[config.mk]
export PLATFORM = sky130hd
export DESIGN_NAME = ov7670_capture_flat
export DESIGN_NICKNAME = d
export VERILOG_FILES = /design/src/rtl/ov7670_capture_if.sv /design/src/rtl/ov7670_capture.sv /design/src/flat_wrapper.sv
export SDC_FILE = /design/constraint.sdc
export NUM_CORES = 1
export LEC_CHECK = 0
export ABC_AREA = 0
export CORE_UTILIZATION = 40
export CTS_CLUSTER_SIZE = 24
export DETAILED_ROUTE_END_ITERATION = 7
export GPL_ROUTABILITY_DRIVEN = 0
export GPL_TIMING_DRIVEN = 0
export MAX_ROUTING_LAYER = met4
export PLACE_DENSITY = 0.75
export SLEW_MARGIN = 0
export SYNTH_ARGS = -nofsm -noshare
export SYNTH_HDL_FRONTEND = slang
export SYNTH_SLANG_ARGS = --single-unit
[constraint.sdc]
create_clock -name CLK_PCLK_I -period 1.7 [get_ports CLK_PCLK_I]
set_input_delay 0.425 -clock CLK_PCLK_I [delete_from_list [all_inputs] [get_ports CLK_PCLK_I]]
set_output_delay 0.425 -clock CLK_PCLK_I [all_outputs]
set_load 0.01 [all_outputs]
[src/rtl/ov7670_capture_if.sv]
// Camera-side and frame-buffer-side signals of the OV7670 capture block.
// slave: the capture block; master: whoever drives the camera lines.
interface ov7670_capture_if;
  logic        ENABLE_I;
  logic        CAM_VSYNC_I;
  logic        CAM_HREF_I;
  logic [7:0]  CAM_DATA_I;
  logic [11:0] PXL_O;
  logic        WR_EN_O;
  logic [14:0] ADDRESS_O;
  logic        FRAME_DONE_O;

  modport master (
    output ENABLE_I,
    output CAM_VSYNC_I,
    output CAM_HREF_I,
    output CAM_DATA_I,
    input  PXL_O,
    input  WR_EN_O,
    input  ADDRESS_O,
    input  FRAME_DONE_O
  );

  modport slave (
    input  ENABLE_I,
    input  CAM_VSYNC_I,
    input  CAM_HREF_I,
    input  CAM_DATA_I,
    output PXL_O,
    output WR_EN_O,
    output ADDRESS_O,
    output FRAME_DONE_O
  );
endinterface

[src/rtl/ov7670_capture.sv]
// OV7670 RGB444 capture: pairs camera bytes into 12-bit pixels and writes them to a frame buffer.
// Define CAP_SKIP_FRAMES_EN to discard the first SKIP_FRAMES_C frames after each enable.
module ov7670_capture #(
  parameter int unsigned MAX_ADDRESS_C = 30720,
  parameter int unsigned SKIP_FRAMES_C = 2
) (
  input logic             CLK_PCLK_I,
  input logic             RST_I,
  ov7670_capture_if.slave bus
);

  localparam logic [14:0] AddrLast = 15'(MAX_ADDRESS_C - 1);

  typedef enum logic [1:0] {
    StIdle,
    StWaitFrame,
    StCapture
  } state_e;

  state_e      state_q, state_d;
  logic        vs_cur_q, vs_prev_q;
  logic        phase_q, phase_d;
  logic [3:0]  red_q, red_d;
  logic [11:0] pxl_q, pxl_d;
  logic        wr_en_q, wr_en_d;
  logic [14:0] addr_q, addr_d;
  logic        done_q, done_d;
  logic        vs_fall, vs_rise;
  logic        wr_allow;

  assign vs_fall = vs_prev_q & ~vs_cur_q;
  assign vs_rise = vs_cur_q & ~vs_prev_q;

`ifdef CAP_SKIP_FRAMES_EN
  localparam int unsigned SkipW = (SKIP_FRAMES_C < 1) ? 1 : $clog2(SKIP_FRAMES_C + 1);
  localparam logic [SkipW-1:0] SkipMax = SkipW'(SKIP_FRAMES_C);

  logic [SkipW-1:0] skip_q, skip_d;

  // Counts completed frames since enable and saturates once writing may begin.
  always_comb begin
    skip_d = skip_q;
    if (bus.ENABLE_I && state_q == StIdle) begin
      skip_d = '0;
    end else if (bus.ENABLE_I && state_q == StCapture && vs_rise && skip_q != SkipMax) begin
      skip_d = skip_q + 1'b1;
    end
  end

  always_ff @(posedge CLK_PCLK_I or posedge RST_I) begin
    if (RST_I) begin
      skip_q <= '0;
    end else begin
      skip_q <= skip_d;
    end
  end

  assign wr_allow = (skip_q == SkipMax);
`else
  assign wr_allow = 1'b1;

  // Frame skipping is compiled out; SKIP_FRAMES_C has no effect in this build.
  if (SKIP_FRAMES_C > 0) begin : g_no_skip
  end
`endif

  always_comb begin
    state_d = state_q;
    phase_d = phase_q;
    red_d   = red_q;
    pxl_d   = pxl_q;
    wr_en_d = 1'b0;
    done_d  = 1'b0;
    addr_d  = addr_q;

    // Address advances in the cycle after each strobe; frame start/end override it below.
    if (wr_en_q) begin
      addr_d = (addr_q == AddrLast) ? 15'd0 : addr_q + 15'd1;
    end

    if (!bus.ENABLE_I) begin
      state_d = StIdle;
    end else begin
      unique case (state_q)
        StIdle: begin
          state_d = StWaitFrame;
        end
        StWaitFrame: begin
          if (vs_fall) begin
            state_d = StCapture;
            phase_d = 1'b0;
            addr_d  = 15'd0;
          end
        end
        StCapture: begin
          if (vs_rise) begin
            state_d = StWaitFrame;
            phase_d = 1'b0;
            addr_d  = 15'd0;
            done_d  = wr_allow;
          end else if (bus.CAM_HREF_I) begin
            if (!phase_q) begin
              red_d   = bus.CAM_DATA_I[3:0];
              phase_d = 1'b1;
            end else begin
              pxl_d   = {red_q, bus.CAM_DATA_I};
              wr_en_d = wr_allow;
              phase_d = 1'b0;
            end
          end else begin
            phase_d = 1'b0;
          end
        end
        default: begin
          state_d = StIdle;
        end
      endcase
    end
  end

  always_ff @(posedge CLK_PCLK_I or posedge RST_I) begin
    if (RST_I) begin
      state_q   <= StIdle;
      vs_cur_q  <= 1'b0;
      vs_prev_q <= 1'b0;
      phase_q   <= 1'b0;
      red_q     <= 4'd0;
      pxl_q     <= 12'd0;
      wr_en_q   <= 1'b0;
      addr_q    <= 15'd0;
      done_q    <= 1'b0;
    end else begin
      state_q   <= state_d;
      vs_cur_q  <= bus.CAM_VSYNC_I;
      vs_prev_q <= vs_cur_q;
      phase_q   <= phase_d;
      red_q     <= red_d;
      pxl_q     <= pxl_d;
      wr_en_q   <= wr_en_d;
      addr_q    <= addr_d;
      done_q    <= done_d;
    end
  end

  assign bus.PXL_O        = pxl_q;
  assign bus.WR_EN_O      = wr_en_q;
  assign bus.ADDRESS_O    = addr_q;
  assign bus.FRAME_DONE_O = done_q;

endmodule

[src/flat_wrapper.sv]
// flat-port wrapper written by rule: the top's interface ports become plain ports
module ov7670_capture_flat 
#(
  parameter int unsigned MAX_ADDRESS_C = 30720,
  parameter int unsigned SKIP_FRAMES_C = 2
)
  (CLK_PCLK_I, RST_I, bus_ENABLE_I, bus_CAM_VSYNC_I, bus_CAM_HREF_I, bus_CAM_DATA_I, bus_PXL_O, bus_WR_EN_O, bus_ADDRESS_O, bus_FRAME_DONE_O);
  ov7670_capture_if bus_i ();
  input logic CLK_PCLK_I;
  input logic RST_I;
  input wire logic [$bits(bus_i.ENABLE_I)-1:0] bus_ENABLE_I;
  input wire logic [$bits(bus_i.CAM_VSYNC_I)-1:0] bus_CAM_VSYNC_I;
  input wire logic [$bits(bus_i.CAM_HREF_I)-1:0] bus_CAM_HREF_I;
  input wire logic [$bits(bus_i.CAM_DATA_I)-1:0] bus_CAM_DATA_I;
  output wire logic [$bits(bus_i.PXL_O)-1:0] bus_PXL_O;
  output wire logic [$bits(bus_i.WR_EN_O)-1:0] bus_WR_EN_O;
  output wire logic [$bits(bus_i.ADDRESS_O)-1:0] bus_ADDRESS_O;
  output wire logic [$bits(bus_i.FRAME_DONE_O)-1:0] bus_FRAME_DONE_O;
  assign bus_i.ENABLE_I = bus_ENABLE_I;
  assign bus_i.CAM_VSYNC_I = bus_CAM_VSYNC_I;
  assign bus_i.CAM_HREF_I = bus_CAM_HREF_I;
  assign bus_i.CAM_DATA_I = bus_CAM_DATA_I;
  assign bus_PXL_O = bus_i.PXL_O;
  assign bus_WR_EN_O = bus_i.WR_EN_O;
  assign bus_ADDRESS_O = bus_i.ADDRESS_O;
  assign bus_FRAME_DONE_O = bus_i.FRAME_DONE_O;
  ov7670_capture #(.MAX_ADDRESS_C(MAX_ADDRESS_C), .SKIP_FRAMES_C(SKIP_FRAMES_C)) u_core (.CLK_PCLK_I(CLK_PCLK_I), .RST_I(RST_I), .bus(bus_i));
endmodule
# After elaboration in Yosys (flattened, before gate mapping)
# Index checks and enable logic that the tools add are counted.
[word_totals]
regBits = 38
out_inout_bits = 29
elab_cells = 51
[classes]
n_addsub = 1
n_eq_ne = 6
mux = 23
n_bitwise = 6
n_reduce_logical = 6
[ops]
columns = ["operator", "n"]
rows = [
  ["2-to-1 mux 15 bit", 5],
  ["one-hot mux 15 bit (2 select lines)", 1],
  ["adder 15 x 1 -> 15 bit (second input constant)", 1],
  ["equality test 15 bit (second input constant)", 1],
  ["2-to-1 mux 1 bit", 12],
  ["AND reduction 5 bit", 2],
  ["2-to-1 mux 2 bit", 3],
  ["inequality test 3 x 2 -> 1 bit (second input constant)", 2],
  ["one-hot mux 2 bit (3 select lines)", 1],
  ["NOT 1 bit", 4],
  ["AND reduction 3 bit", 1],
  ["bitwise AND 1 bit", 2],
  ["equality test 2 x 1 -> 1 bit (second input constant)", 1],
  ["equality test 2 bit (second input constant)", 1],
  ["logical NOT 2 bit", 1],
  ["inequality test 2 x 1 -> 1 bit (second input constant)", 1],
  ["one-hot mux 1 bit (2 select lines)", 1],
  ["AND reduction 2 bit", 1],
  ["nonzero test 2 bit", 1],
]

# Logic depth before layout (Yosys ltp)
[depth]
ltp_word = 6
ltp_mapped = 6
mapped_depth_nobuf = 6

# Worst setup path after synthesis
# OpenSTA, ideal clock, no wires.
[synth_timing]
path_type = "flip-flop to flip-flop"
startpoint = "reg u_core.state_q[0]"
endpoint = "reg u_core.pxl_q[0] (netlist: u_core.bus.PXL_O[0])"
setup_time_ps = 125
arrival_ps = 1511
t_required_ps = 1575
setup_slack_ps = 64
stages_incl_launch_ff = 7
path_cell_list = "dfrtp_1 -> inv_1 -> ha_1 -> and4_1 -> nand2_1 -> buf_2 -> mux2_2"
[synth_via]
elab_chain_cells = 2
[synth_rtl]
columns = ["item", "line", "source"]
rows = [
  ["start, declared", "ov7670_capture.sv:20", "state_e state_q, state_d;"],
  ["start signal, assigned", "ov7670_capture.sv:123", "state_q <= StIdle;"],
  ["start signal, assigned", "ov7670_capture.sv:133", "state_q <= state_d;"],
  ["equality test 2 bit", "ov7670_capture.sv:84", "unique case (state_q)"],
  ["AND reduction 5 bit (no source line)", "n/a", ""],
  ["end signal, assigned", "ov7670_capture.sv:138", "pxl_q <= pxl_d;"],
  ["end, declared", "ov7670_capture.sv:24", "logic [11:0] pxl_q, pxl_d;"],
]
# Every way passes these cells.
# A chain may end at the register's enable or synchronous reset.

# Final worst setup path
[layout_timing]
startpoint = "reg u_core.addr_q[12] (netlist: u_core.bus.ADDRESS_O[12])"
endpoint = "out bus_ADDRESS_O[12]"
[layout_lines]
columns = ["item", "line", "source"]
rows = [
  ["start, declared", "ov7670_capture.sv:26", "logic [14:0] addr_q, addr_d;"],
  ["start signal, assigned", "ov7670_capture.sv:140", "addr_q <= addr_d;"],
  ["end, declared", "flat_wrapper.sv:17", "output wire logic [$bits(bus_i.ADDRESS_O)-1:0] bus_ADDRESS_O;"],
]
# No word-level cell between the ends.

==> out/qor.csv <==
stage;metric;value;unit
worst_setup_path;cp_cell_sequence;clkdlybuf4s50_1;
route;wl_per_cell;14.82;um
cts;htree_levels;2;
route;drt_iter0_drc;110;
floorplan;ioPinCount;42;
worst_setup_path;worstPathMaxFanout;4;
finish;nets;240;
logic_synthesis;synth_compound_area_share;3.355;%
timing;rsz0062_at_grt;yes;
pwr;p_int;0.001618;W
route;postRouteAntennaNets;0;
logic_synthesis;ys_seq_elements;38;
worst_setup_path;start_kind;flop;
finish;n_fill_cell;323;
place;hpwl;2671;um
cts;clockBufferDepth;2;
logic_synthesis;syn_inst;146;
timing;slew_viol_final;0;
cts;cts_num_sinks;38;
timing;final.min_clock_period;1.659;ns
worst_setup_path;cp.buffers_inverters;1;
timing;tightestPinTransition;0.8081;ns
grt;antenna_found_initial;0;
cts;numCtsBuffers;5;
cts;cts_tree;done;
floorplan;die_h;68.20;um
route;drc;0;
pwr;p_leak;1.252;nW
finish;register_area;957.2;um^2
logic_synthesis;synth_top_family_by_area;simple AND/OR/NAND/NOR gates;
cts;clk_pin_slew;0.07;ns
logic_synthesis;async_reset_ff_share;100.0;%
finish;antenna_cells;0;
finish;drive_above_1_share;31.98;%
finish;final_common_cell;clkdlybuf4s50_1;
run;max_cap_violations;0;
pwr;ir_drop;0.0005195;V
floorplan;std_cell_rows;23;
logic_synthesis;synth.area.mux_share;11.42;%
worst_setup_path;worst_path_largest_cell_delay;0.55;ns
pwr;sw_frac_of_total;28.48;%
finish;syn_to_final_growth;48.18;%
worst_setup_path;cpLargestDelayFamily;buffers and inverters;
pwr;clockPowerShare;25.4;%
timing;setup-tns-final;0;ns
floorplan;die_w;68.20;um
logic_synthesis;yosysSeqAreaShare;54.25;%
floorplan;initial_utilization;42.60;%
logic_synthesis;synth_edf_count;0;
floorplan;core;4115;um^2
timing;clock.fmax;602.7;MHz
logic_synthesis;synth_xor_area_share;6.995;%
grt;grt_overflow;0;
logic_synthesis;synthSimpleGateAreaFrac;17.06;%
timing;slew_headroom;46.07;%
worst_setup_path;endpoint_kind;output port;
logic_synthesis;syn-num-nets;164;
place;post-place-cells;238;
finish;stdcell_count;272;
timing;hold_ws;0.4122;ns
pwr;switching_power;0.0006441;W
logic_synthesis;synth.distinct_cells;31;
pwr;p_seq_share;48.4;%
cts;clk_latency;0.29;ns
logic_synthesis;yosys_warnings;0;
outcome;status;complete, no violations;
worst_setup_path;crit_type;flop to output port;
floorplan;fp.dieArea;4651;um^2
finish;final_cell_mix;clkdlybuf4s50_1, dfrtp_1, buf_4;
min_path;hold_path_class;flop to flop;
route;vias;1411;
logic_synthesis;synthAdderAreaFrac;3.569;%
worst_setup_path;required;1.27;ns
pwr;comb_power_share;26.2;%
route;drt_pre_antenna_iters;4;
timing;finalHoldViolCount;0;
place;port_buffers;41;
logic_synthesis;synth_flop_cell;dfrtp_1;
worst_setup_path;r2r_slack;0.05;ns
timing;period_share;97.61;%
route;via_per_inst;5.188;
route;wl;4030;um
timing;worst_slack;0.04071;ns
finish;multiInputGateArea;778.2;um^2
timing;finalClockSkew;0.006070;ns
logic_synthesis;syn_area;1753;um^2
cts;cts-root-buf;clkbuf_8;
place;dpl_worst_slack;-0.3700;ns
grt;track_usage;20.84;%
grt;grt_max_degree;21;
logic_synthesis;syn_area_per_cell;12.01;um^2
worst_setup_path;cp_slowest_cell;clkdlybuf4s50_1;
pwr;power_per_cell_area;870.8;nW/um^2
grt;grt_pass1_vias;1472;
grt;grt_pass1_wl;6851;um
timing;setup_viol;0;
worst_setup_path;arrival;1.23;ns
-- logic make-up (layout without fill, tap and decap cells) --
kind of cell             Yosys count  count (layout)
multiplexers                      18              18
adder cells (fa/ha/maj)            5               5
buffers and inverters             12              88
flip-flops                        38              38
AO/OA/AOI/OAI                      8               8
AND/OR/NAND/NOR                   51              51
XOR/XNOR                          14              14
-- power by group through the flow --
| stage | registers (W) | clock network [W] | logic (W) |
|---|---|---|---|
| 2_1_floorplan | 0.00111 | 0 | 0.000297 |
| 3_3_place_gp | 0.00110 | 0 | 0.000477 |
| 4_1_cts | 0.00109 | 0.000594 | 0.000581 |
| 6_report | 0.00109 | 0.000575 | 0.000592 |
| 3_5_place_dp | 0.00111 | 0 | 0.000515 |
| 5_1_grt | 0.00111 | 0.000633 | 0.000652 |
-- routing by layer --
layer / GRT usage (%) / up-vias / wire, um
met4: 6.250 / 0 / 57
met2: 32.84 / 50 / 1953
met5: - / - / 0
met1: 25.64 / 691 / 1765
li1: - / 661 / -
met3: 6.333 / 9 / 254
-- state kept, by name, indices dropped and copies added (netlist names) --
name / cells
u_core.bus.ADDRESS_O: 15
u_core.bus.FRAME_DONE_O: 1
u_core.bus.PXL_O: 12
u_core.bus.WR_EN_O: 1
u_core.phase_q: 1
u_core.red_q: 4
u_core.state_q: 2
u_core.vs_cur_q: 1
u_core.vs_prev_q: 1
-- Yosys cell counts (all sizes together) (2+ instances only) --
master | n | area, um^2
xor2 | 3 | 26.28
mux2 | 16 | 180.2
inv | 8 | 30.03
nor2 | 4 | 15.01
nand2 | 8 | 30.03
mux2i | 2 | 20.02
nand2b | 2 | 12.51
dfrtp | 38 | 950.9
ha | 5 | 62.56
nand3 | 3 | 15.01
xnor2 | 11 | 96.34
buf | 4 | 28.78
nor4 | 4 | 25.02
nand4 | 7 | 58.81
a21oi | 3 | 18.77
nor3 | 18 | 101.4
-- what timing repair did --
action                     in CTS  in global routing
gates resized for setup        14                 13
hold buffers                    0                  0
gates cloned                    1                  1
pin swaps                       2                  3
setup buffers                  15                 10
setup endpoints to repair      38                 31
-- per-stage QoR --
step	utilization, %	area [um^2]	total power [W]
after floorplan	-	1753	0.001409
after detailed placement	54.76	2253	0.001627
after global routing	63.12	2597	0.002397
final	63.12	2597	0.002262
after global placement	54.09	2226	0.001577
after CTS	60.14	2475	0.002270
-- area by class of cell --
class / instances / area share (%)
sequential: 38 / 36.85
multi-input combinational: 96 / 29.96
timing repair buffer: 69 / 25.10
clock buffer: 7 / 2.938
tap: 50 / 2.408
buffer: 4 / 1.590
inverter: 8 / 1.156
-- path summary, 6_finish.rpt --
path,cells after the start,endpoint,startpoint
setup reg to reg,6,u_core.bus.ADDRESS_O[4],u_core.bus.ADDRESS_O[0]
min in group asynchronous,2,u_core.state_q[0],RST_I
hold reg to reg,0,u_core.vs_prev_q,u_core.vs_cur_q
setup / recovery,1,bus_ADDRESS_O[12],u_core.bus.ADDRESS_O[12]
hold / removal,0,u_core.vs_prev_q,u_core.vs_cur_q
max in group asynchronous,3,u_core.bus.ADDRESS_O[2],RST_I
Power figures use the tool's default switching activity.
